===== src/rtl/uart_receiver_if.sv =====
`default_nettype none
// ---------------------------------------------------------------------------
// uart_receiver_if : serial line input and receive-status bundle | Rev 1.0
// ---------------------------------------------------------------------------
interface uart_receiver_if;
  logic       din;
  logic [7:0] data_rx;
  logic       valid;
  logic       frame_err;
  logic       busy;
  logic [2:0] state;

  modport master (
    output din,
    input  data_rx, valid, frame_err, busy, state
  );

  modport slave (
    input  din,
    output data_rx, valid, frame_err, busy, state
  );
endinterface
`default_nettype wire


===== src/rtl/uart_receiver.sv =====
`default_nettype none
// ---------------------------------------------------------------------------
// uart_receiver : 8N1 serial receiver, mid-bit sampling, framing-error flag
// Rev 1.0
// ---------------------------------------------------------------------------
module uart_receiver #(
  parameter int CLKS_PER_BIT = 279
) (
  input  logic           clk,
  input  logic           rst,
  uart_receiver_if.slave rx
);

  localparam int HALF  = CLKS_PER_BIT / 2;
  localparam int CNT_W = ($clog2(CLKS_PER_BIT) > 9) ? $clog2(CLKS_PER_BIT) : 9;
  localparam logic [CNT_W-1:0] HALF_M1  = CNT_W'(HALF - 1);
  localparam logic [CNT_W-1:0] BIT_M1   = CNT_W'(CLKS_PER_BIT - 1);
  localparam logic [CNT_W-1:0] CNT_ONE  = CNT_W'(1);

  typedef enum logic [2:0] {
    IDLE      = 3'd0,
    START     = 3'd1,
    DATA      = 3'd2,
    STOP      = 3'd3,
    WAIT_IDLE = 3'd4
  } state_e;

  logic             sync1_q;
  logic             din_s_q;
  state_e           state_q,   state_d;
  logic [CNT_W-1:0] counter_q, counter_d;
  logic [2:0]       index_q,   index_d;
  logic [7:0]       shift_q,   shift_d;
  logic [7:0]       data_q,    data_d;
  logic             valid_q,   valid_d;
  logic             ferr_q,    ferr_d;

  // Both synchronizer stages reset high so reset release never looks like a start bit.
  always_ff @(posedge clk or posedge rst) begin
    if (rst) begin
      sync1_q <= 1'b1;
      din_s_q <= 1'b1;
    end else begin
      sync1_q <= rx.din;
      din_s_q <= sync1_q;
    end
  end

  always_ff @(posedge clk or posedge rst) begin
    if (rst) begin
      state_q   <= IDLE;
      counter_q <= '0;
      index_q   <= '0;
      shift_q   <= '0;
      data_q    <= '0;
      valid_q   <= 1'b0;
      ferr_q    <= 1'b0;
    end else begin
      state_q   <= state_d;
      counter_q <= counter_d;
      index_q   <= index_d;
      shift_q   <= shift_d;
      data_q    <= data_d;
      valid_q   <= valid_d;
      ferr_q    <= ferr_d;
    end
  end

  always_comb begin
    state_d   = state_q;
    counter_d = counter_q;
    index_d   = index_q;
    shift_d   = shift_q;
    data_d    = data_q;
    valid_d   = 1'b0;
    ferr_d    = 1'b0;

    case (state_q)
      IDLE: begin
        counter_d = '0;
        index_d   = '0;
        if (!din_s_q) state_d = START;
      end

      START: begin
        counter_d = counter_q + CNT_ONE;
        if (counter_q == HALF_M1) begin
          counter_d = '0;
          index_d   = '0;
          state_d   = din_s_q ? IDLE : DATA;
        end
      end

      // Counting a full bit from the start-bit midpoint lands on each data midpoint.
      DATA: begin
        counter_d = counter_q + CNT_ONE;
        if (counter_q == BIT_M1) begin
          counter_d        = '0;
          shift_d[index_q] = din_s_q;
          if (index_q == 3'd7) state_d = STOP;
          else                 index_d = index_q + 3'd1;
        end
      end

      STOP: begin
        counter_d = counter_q + CNT_ONE;
        if (counter_q == BIT_M1) begin
          counter_d = '0;
          if (din_s_q) begin
            data_d  = shift_q;
            valid_d = 1'b1;
            state_d = IDLE;
          end else begin
            ferr_d  = 1'b1;
            state_d = WAIT_IDLE;
          end
        end
      end

      WAIT_IDLE: begin
        if (din_s_q) state_d = IDLE;
      end

      default: state_d = IDLE;
    endcase
  end

  assign rx.data_rx   = data_q;
  assign rx.valid     = valid_q;
  assign rx.frame_err = ferr_q;
  assign rx.busy      = (state_q != IDLE);
  assign rx.state     = state_q;

endmodule
`default_nettype wire


===== src/flat_wrapper.sv =====
// flat-port wrapper written by rule: the top's interface ports become plain ports
module uart_receiver_flat 
#(
  parameter int CLKS_PER_BIT = 279
)
  (clk, rst, rx_din, rx_data_rx, rx_valid, rx_frame_err, rx_busy, rx_state);
  uart_receiver_if rx_i ();
  input  logic clk;
  input  logic rst;
  input wire logic [$bits(rx_i.din)-1:0] rx_din;
  output wire logic [$bits(rx_i.data_rx)-1:0] rx_data_rx;
  output wire logic [$bits(rx_i.valid)-1:0] rx_valid;
  output wire logic [$bits(rx_i.frame_err)-1:0] rx_frame_err;
  output wire logic [$bits(rx_i.busy)-1:0] rx_busy;
  output wire logic [$bits(rx_i.state)-1:0] rx_state;
  assign rx_i.din = rx_din;
  assign rx_data_rx = rx_i.data_rx;
  assign rx_valid = rx_i.valid;
  assign rx_frame_err = rx_i.frame_err;
  assign rx_busy = rx_i.busy;
  assign rx_state = rx_i.state;
  uart_receiver #(.CLKS_PER_BIT(CLKS_PER_BIT)) u_core (.clk(clk), .rst(rst), .rx(rx_i));
endmodule

===== config.mk =====
export PLATFORM = sky130hd
export DESIGN_NAME = uart_receiver_flat
export DESIGN_NICKNAME = d
export VERILOG_FILES = /design/src/rtl/uart_receiver_if.sv /design/src/rtl/uart_receiver.sv /design/src/flat_wrapper.sv
export SDC_FILE = /design/constraint.sdc
export NUM_CORES = 1
export LEC_CHECK = 0
export ABC_AREA = 1
export BUFFER_PORTS_ARGS = -buffer_cell sky130_fd_sc_hd__buf_2
export CAP_MARGIN = 10
export CORE_ASPECT_RATIO = 1.75
export CORE_MARGIN = 5
export CORE_UTILIZATION = 49
export CTS_CLUSTER_DIAMETER = 80
export DETAILED_ROUTE_END_ITERATION = 12
export PLACE_DENSITY = 0.71
export SKIP_LAST_GASP = 1
export SLEW_MARGIN = 5
export SYNTH_ARGS = -nofsm -noshare
export SYNTH_HDL_FRONTEND = slang
export SYNTH_SLANG_ARGS = --single-unit

===== constraint.sdc =====
create_clock -name clk -period 2.9 [get_ports clk]
set_clock_uncertainty 0.15 [all_clocks]
set_input_delay 0 -clock clk [delete_from_list [all_inputs] [get_ports clk]]
set_output_delay 0 -clock clk [all_outputs]
set_load 0.03 [all_outputs]

After elaboration in Yosys (flattened, before gate mapping)

Index checks and enable logic that the tools add are counted.

$add $sub $neg: 2
Multipliers: 0
Divide/modulo/power cells: 0
Magnitude comparators: 2
Equal/unequal tests: 14
Shift-type cells: 0
Multiplexer cells: 25
Bitwise gates (word level): 0
Reduce and logical (&&, ||, !) cells: 10

Operators with widths:

| operator              | count |
|---|---|
| $mux W3               | 10 |
| $pmux W9 S3           | 1 |
| $mux W9               | 2 |
| $pmux W3 S5           | 1 |
| $ne A2 B1 Y1 const B  | 5 |
| $add A9 B1 Y9 const B | 1 |
| $eq A9 B8 Y1 const B  | 1 |
| $eq A9 B9 Y1 const B  | 1 |
| $pmux W3 S3           | 1 |
| $reduce_bool A3 Y1    | 3 |
| $bwmux W8             | 1 |
| $mux W1               | 7 |
| $eq A3 B2 Y1 const B  | 2 |
| $eq A3 B3 Y1 const B  | 2 |
| $reduce_and A6 Y1     | 1 |
| $lt A3 B4 Y1 const B  | 1 |
| $ne A2 B2 Y1 const B  | 2 |
| $reduce_and A4 Y1     | 1 |
| $add A3 B1 Y3 const B | 1 |
| $demux W1 S3          | 1 |
| $eq A3 B1 Y1 const B  | 1 |
| $ge A3 B1 Y1 const B  | 1 |
| $logic_not A3 Y1      | 1 |
| $reduce_and A3 Y1     | 1 |
| other kinds (4)       | 4 |

Bits in registers: 35
Bits in latches: 0
Memory bits (writable): 0
ROM bits: 0
Output and inout port bits: 14
Word-level logic and storage cells: 62
Memories: 0

Depth between registers and ports, before layout

Depth after elaboration: 5
Depth in mapped cells: 10
Depth with buffers taken out: 10

Worst setup path after synthesis

OpenSTA, ideal clock, no wires.

Path kind: register to register
Start: register u_core.counter_q[0]
End: register u_core.shift_q[2]
Setup time: 0.117 ns
Arrival time: 1.357 ns
Required time: 2.633 ns
Path slack: 1.276 ns
Cell stages (with the launch flop): 11
Cell sequence: dfrtp_1 -> inv_1 -> ha_1 -> nand2_1 -> nor2_1 -> nand2_4 -> nor2_8 -> buf_6 -> nand3_1 -> nand2_1 -> nand2_1

Longest elaborated chain between the ends: 2

Ends and longest elaborated chain:

| element                            | RTL line            | RTL |
|---|---|---|
| from (decl)                        | uart_receiver.sv:31 | `logic [CNT_W-1:0] counter_q, counter_d;` |
| from (signal assigned)             | uart_receiver.sv:60 | `counter_q <= counter_d;` |
| $eq A9 B9 Y1                       | uart_receiver.sv:97 | `if (counter_q == BIT_M1) begin` |
| $reduce_and A2 Y1 (no source line) | -                   |  |
| to (signal assigned)               | uart_receiver.sv:62 | `shift_q <= shift_d;` |
| to (decl)                          | uart_receiver.sv:33 | `logic [7:0] shift_q, shift_d;` |

Every way passes these cells.
A chain may end at the register's enable or synchronous reset.

Worst setup path in the final report

Start: register u_core.index_q[0]
End: register u_core.index_q[0]

Longest elaborated chain between the ends: 4

Ends and longest elaborated chain:

| element                | RTL line             | RTL |
|---|---|---|
| from (decl)            | uart_receiver.sv:32  | `logic [2:0] index_q, index_d;` |
| from (signal assigned) | uart_receiver.sv:61  | `index_q <= index_d;` |
| $add A3 B1 Y3          | uart_receiver.sv:101 | `else index_d = index_q + 3'd1;` |
| $mux W3                | uart_receiver.sv:100 | `if (index_q == 3'd7) state_d = STOP;` |
| $mux W3                | uart_receiver.sv:97  |  |
| $pmux W3 S3            | uart_receiver.sv:78  | `case (state_q)` |

Several ways; a longest one is shown, not always the timed one. The select of a mux whose other input is x is not followed.

==> summary.txt <==
Route
  – Number of iterations in the first detailed-routing pass: 4
  – Routed vias/inst: 5.00
  – Final WL: 3560 um
  – Drt drc: 0
  – Final ANT Viol Nets: 0
  – Iter 0 DRT Violations: 39
  – Avg WL per Cell: 11.7 um
  – Vias post-DR: 1514

Placement
  – Post-DP HPWL: 2650 um
  – IO buf count: 16
  – Cell area after placement: 1950 sq um
  – Cells after DPL: 293
  – Pre-CTS WS: 1.01 ns
  – GPL Wtd Cong: 0.841

Min path
  – Worst Hold Class: input pin to register

Critical path
  – Delay-heaviest family, CP: flip-flops
  – Crit path kind: register to register
  – Critical Path Source Type: register
  – Max Fanout on Critical Path: 12
  – Worst-path cell chain: ha_1 > ha_1 > inv_1 > nand3_1 > o21ai_1 > nand3_1 > nand2_1 > nand2_1
  – Worst path max stage delay: 0.51 ns
  – Worst Path Arrival: 1.94 ns
  – Critical path's slowest cell: dfrtp_1
  – CP Buf/Inv Count: 1
  – Req. time, crit path: 2.93 ns
  – CP Capture Type: register

GRT
  – Global-route wire length before repair: 6240 um
  – Global-route usage over all layers: 15.6%
  – Number of global-route vias before repair: 1396
  – GRT overflow: 0
  – Largest net degree at the start of global routing: 25
  – Initial antenna violation count: 0

Clock tree
  – Number of buffers created by CTS: 5
  – Root Buffer Master: clkbuf_8
  – Clk buf depth: 2
  – CTS resizes: 0
  – CTS sink cnt: 35
  – Clock Pin Slew Worst Setup and Hold Paths: 0.07 ns
  – Clk_lat worst skew: 0.29 ns
  – H-Tree Level Count: 2
  – CTS tree: built

Logic synthesis
  – Top post-synthesis cells by count: nand2_1 (84), dfrtp_1 (33), inv_1 (23)
  – Post-synth EDFFs: 0
  – Synthesized area: 1820 sq um
  – Synth top area share: 45.3%
  – Yosys Warn Count: 0
  – Top-count cell post-synth: nand2_1
  – Ys async rst share: 100%
  – Area contributors post-synth: dfrtp_1 (45%), nand2_1 (17%), nand4_1 (5.5%)
  – Dominant synthesized flop cell: dfrtp_1
  – Top cell type by total area after synthesis: dfrtp_1
  – Syn Inst Count: 233
  – Post-Syn Nets: 240
  – Avg Synthesized Cell Area: 7.82 sq um
  – Seq cells post-synth: 35
  – Post-synthesis sequential area ratio: 48.2%
  – Post-synth cell types: 22

STA
  – Least-Margin Pin Slew: 0.906 ns
  – RSZ-0062 raised after global routing: false
  – Max-slew headroom: 39.5%
  – Minimum clock period: 1.91 ns
  – Crit share post-route: 66.0%
  – Fmax: 523 MHz
  – Slew Viols, Final: 0
  – Setup TNS: 0 ns
  – Setup WS post-layout: 0.986 ns
  – Hold Vio Cnt, Final: 0
  – Setup Viol. Count Final: 0

Die
  – DIE HEIGHT: 90.7 um
  – Area of the core: 3630 sq um
  – Io pins: 17
  – Die W: 56.1 um
  – Initial Util: 50.2%
  – Row count: 29
  – Die area: 5090 sq um

Power
  – P per Cell Area: 491 nW/um^2
  – Leakage: 1.18 nW
  – Worst ir drop on vdd: 0.375 mV

Finish
  – N_diodes: 0
  – Synthesis-to-finish area growth: 15.6%
  – Final #Nets: 263
  – Fin cells: 303
  – Share of layout cells above drive strength 1: 17.5%
  – Fin area: 2110 sq um

Outcome
  – Status: completed

Flow run
  – Max-cap violations: 0
==> flip-flops by register name, summed over array words and instances, names as in the netlist <==
name                 count
u_core.index_q           3
u_core.din_s_q           1
u_core.sync1_q           1
u_core.shift_q           8
u_core.rx.data_rx        8
u_core.rx.state          3
u_core.counter_q         9
u_core.rx.valid          1
u_core.rx.frame_err      1
==> final timing paths <==
kind                                         from                    to  slack [ns]  cells past startpoint
min in group asynchronous                     rst  u_core.rx.data_rx[7]        0.30                      3
worst max-delay path            u_core.index_q[0]     u_core.index_q[0]        0.99                      8
worst min-delay path                       rx_din        u_core.sync1_q        0.20                      2
max in group asynchronous                     rst        u_core.sync1_q        1.57                      4
worst min register to register     u_core.sync1_q        u_core.din_s_q        0.21                      0
worst max register to register  u_core.index_q[0]     u_core.index_q[0]        0.99                      8
==> power breakdown <==
group          internal, mW  switching, mW
logic               0.00500         0.0112
registers             0.490        0.00276
clock network         0.343          0.183
total                 0.838          0.197
==> layout by cell type (no fill, tap or decap) <==
cell,synthesis,routed
bufinv_16,0,2
nor2_8,1,1
inv_1,23,23
nand2_2,4,4
buf_4,0,2
o21ai_0,6,6
dfstp_2,2,2
inv_2,4,4
nor2_2,4,4
clkbuf_8,0,5
o21ai_1,1,1
clkinv_2,1,1
ha_1,4,4
clkinvlp_4,0,1
nand3_1,18,18
nand2_1,84,84
dlygate4sd3_1,0,2
nor2_4,1,1
nand4_1,16,16
xor2_1,4,4
dfrtp_1,33,33
nor3_1,4,4
nand2_4,2,2
nor2_1,17,17
buf_2,2,16
==> cells by family after synthesis <==
kind of cell               Yosys count  synth area share [%]
and+or+nand+nor                    151                  38.0
DFF                                 35                  48.2
buffers and inverters               32                  7.21
AOI/OAI and AO/OA                    7                  1.92
xor gates and xnor gates             4                  1.92
adders and majority gates            4                  2.75
==> per-layer routing <==
layer	share of wire (%)	vias up	global-route usage (%)	routed length, um
met5	0	-	0	0
met4	4.5	0	9.50	160
met3	3.6	14	4.01	127
met2	48	32	23.6	1700
met1	44	675	19.5	1570
li1	-	793	-	-
==> stage by stage <==
stage               utilization [%]  hold slack, ns  power [mW]
detailed placement             53.8         -0.0415       0.517
finish                         58.1           0.199        1.04
global placement               53.8         -0.0447       0.517
global route                   58.1           0.216        1.07
floorplan                         -          -0.146       0.510
CTS                            58.1           0.191        1.05
==> worst register-to-register path: cells and delay by family (launching register included) <==
kind                     cells  cell delay, ns
buffers and inverters        1            0.06
AO/OA/AOI/OAI                1            0.21
flip-flops                   1            0.51
AND/OR/NAND/NOR              4            0.40
adder cells (fa/ha/maj)      2            0.48
==> timing repair <==
item | CTS | global route
buffers inserted | 0 | 0
hold endpoints to repair | 23 | 0
hold buffers | 2 | 0
==> area by class of cell <==
cell class	instances	area, sq um
sequential	35	878
clock inverter	3	67.6
multi-input combinational	166	813
tap	46	57.6
timing repair buffer	20	115
fill	350	1520
inverter	28	106
clock buffer	5	68.8
Power figures use the tool's default switching activity.
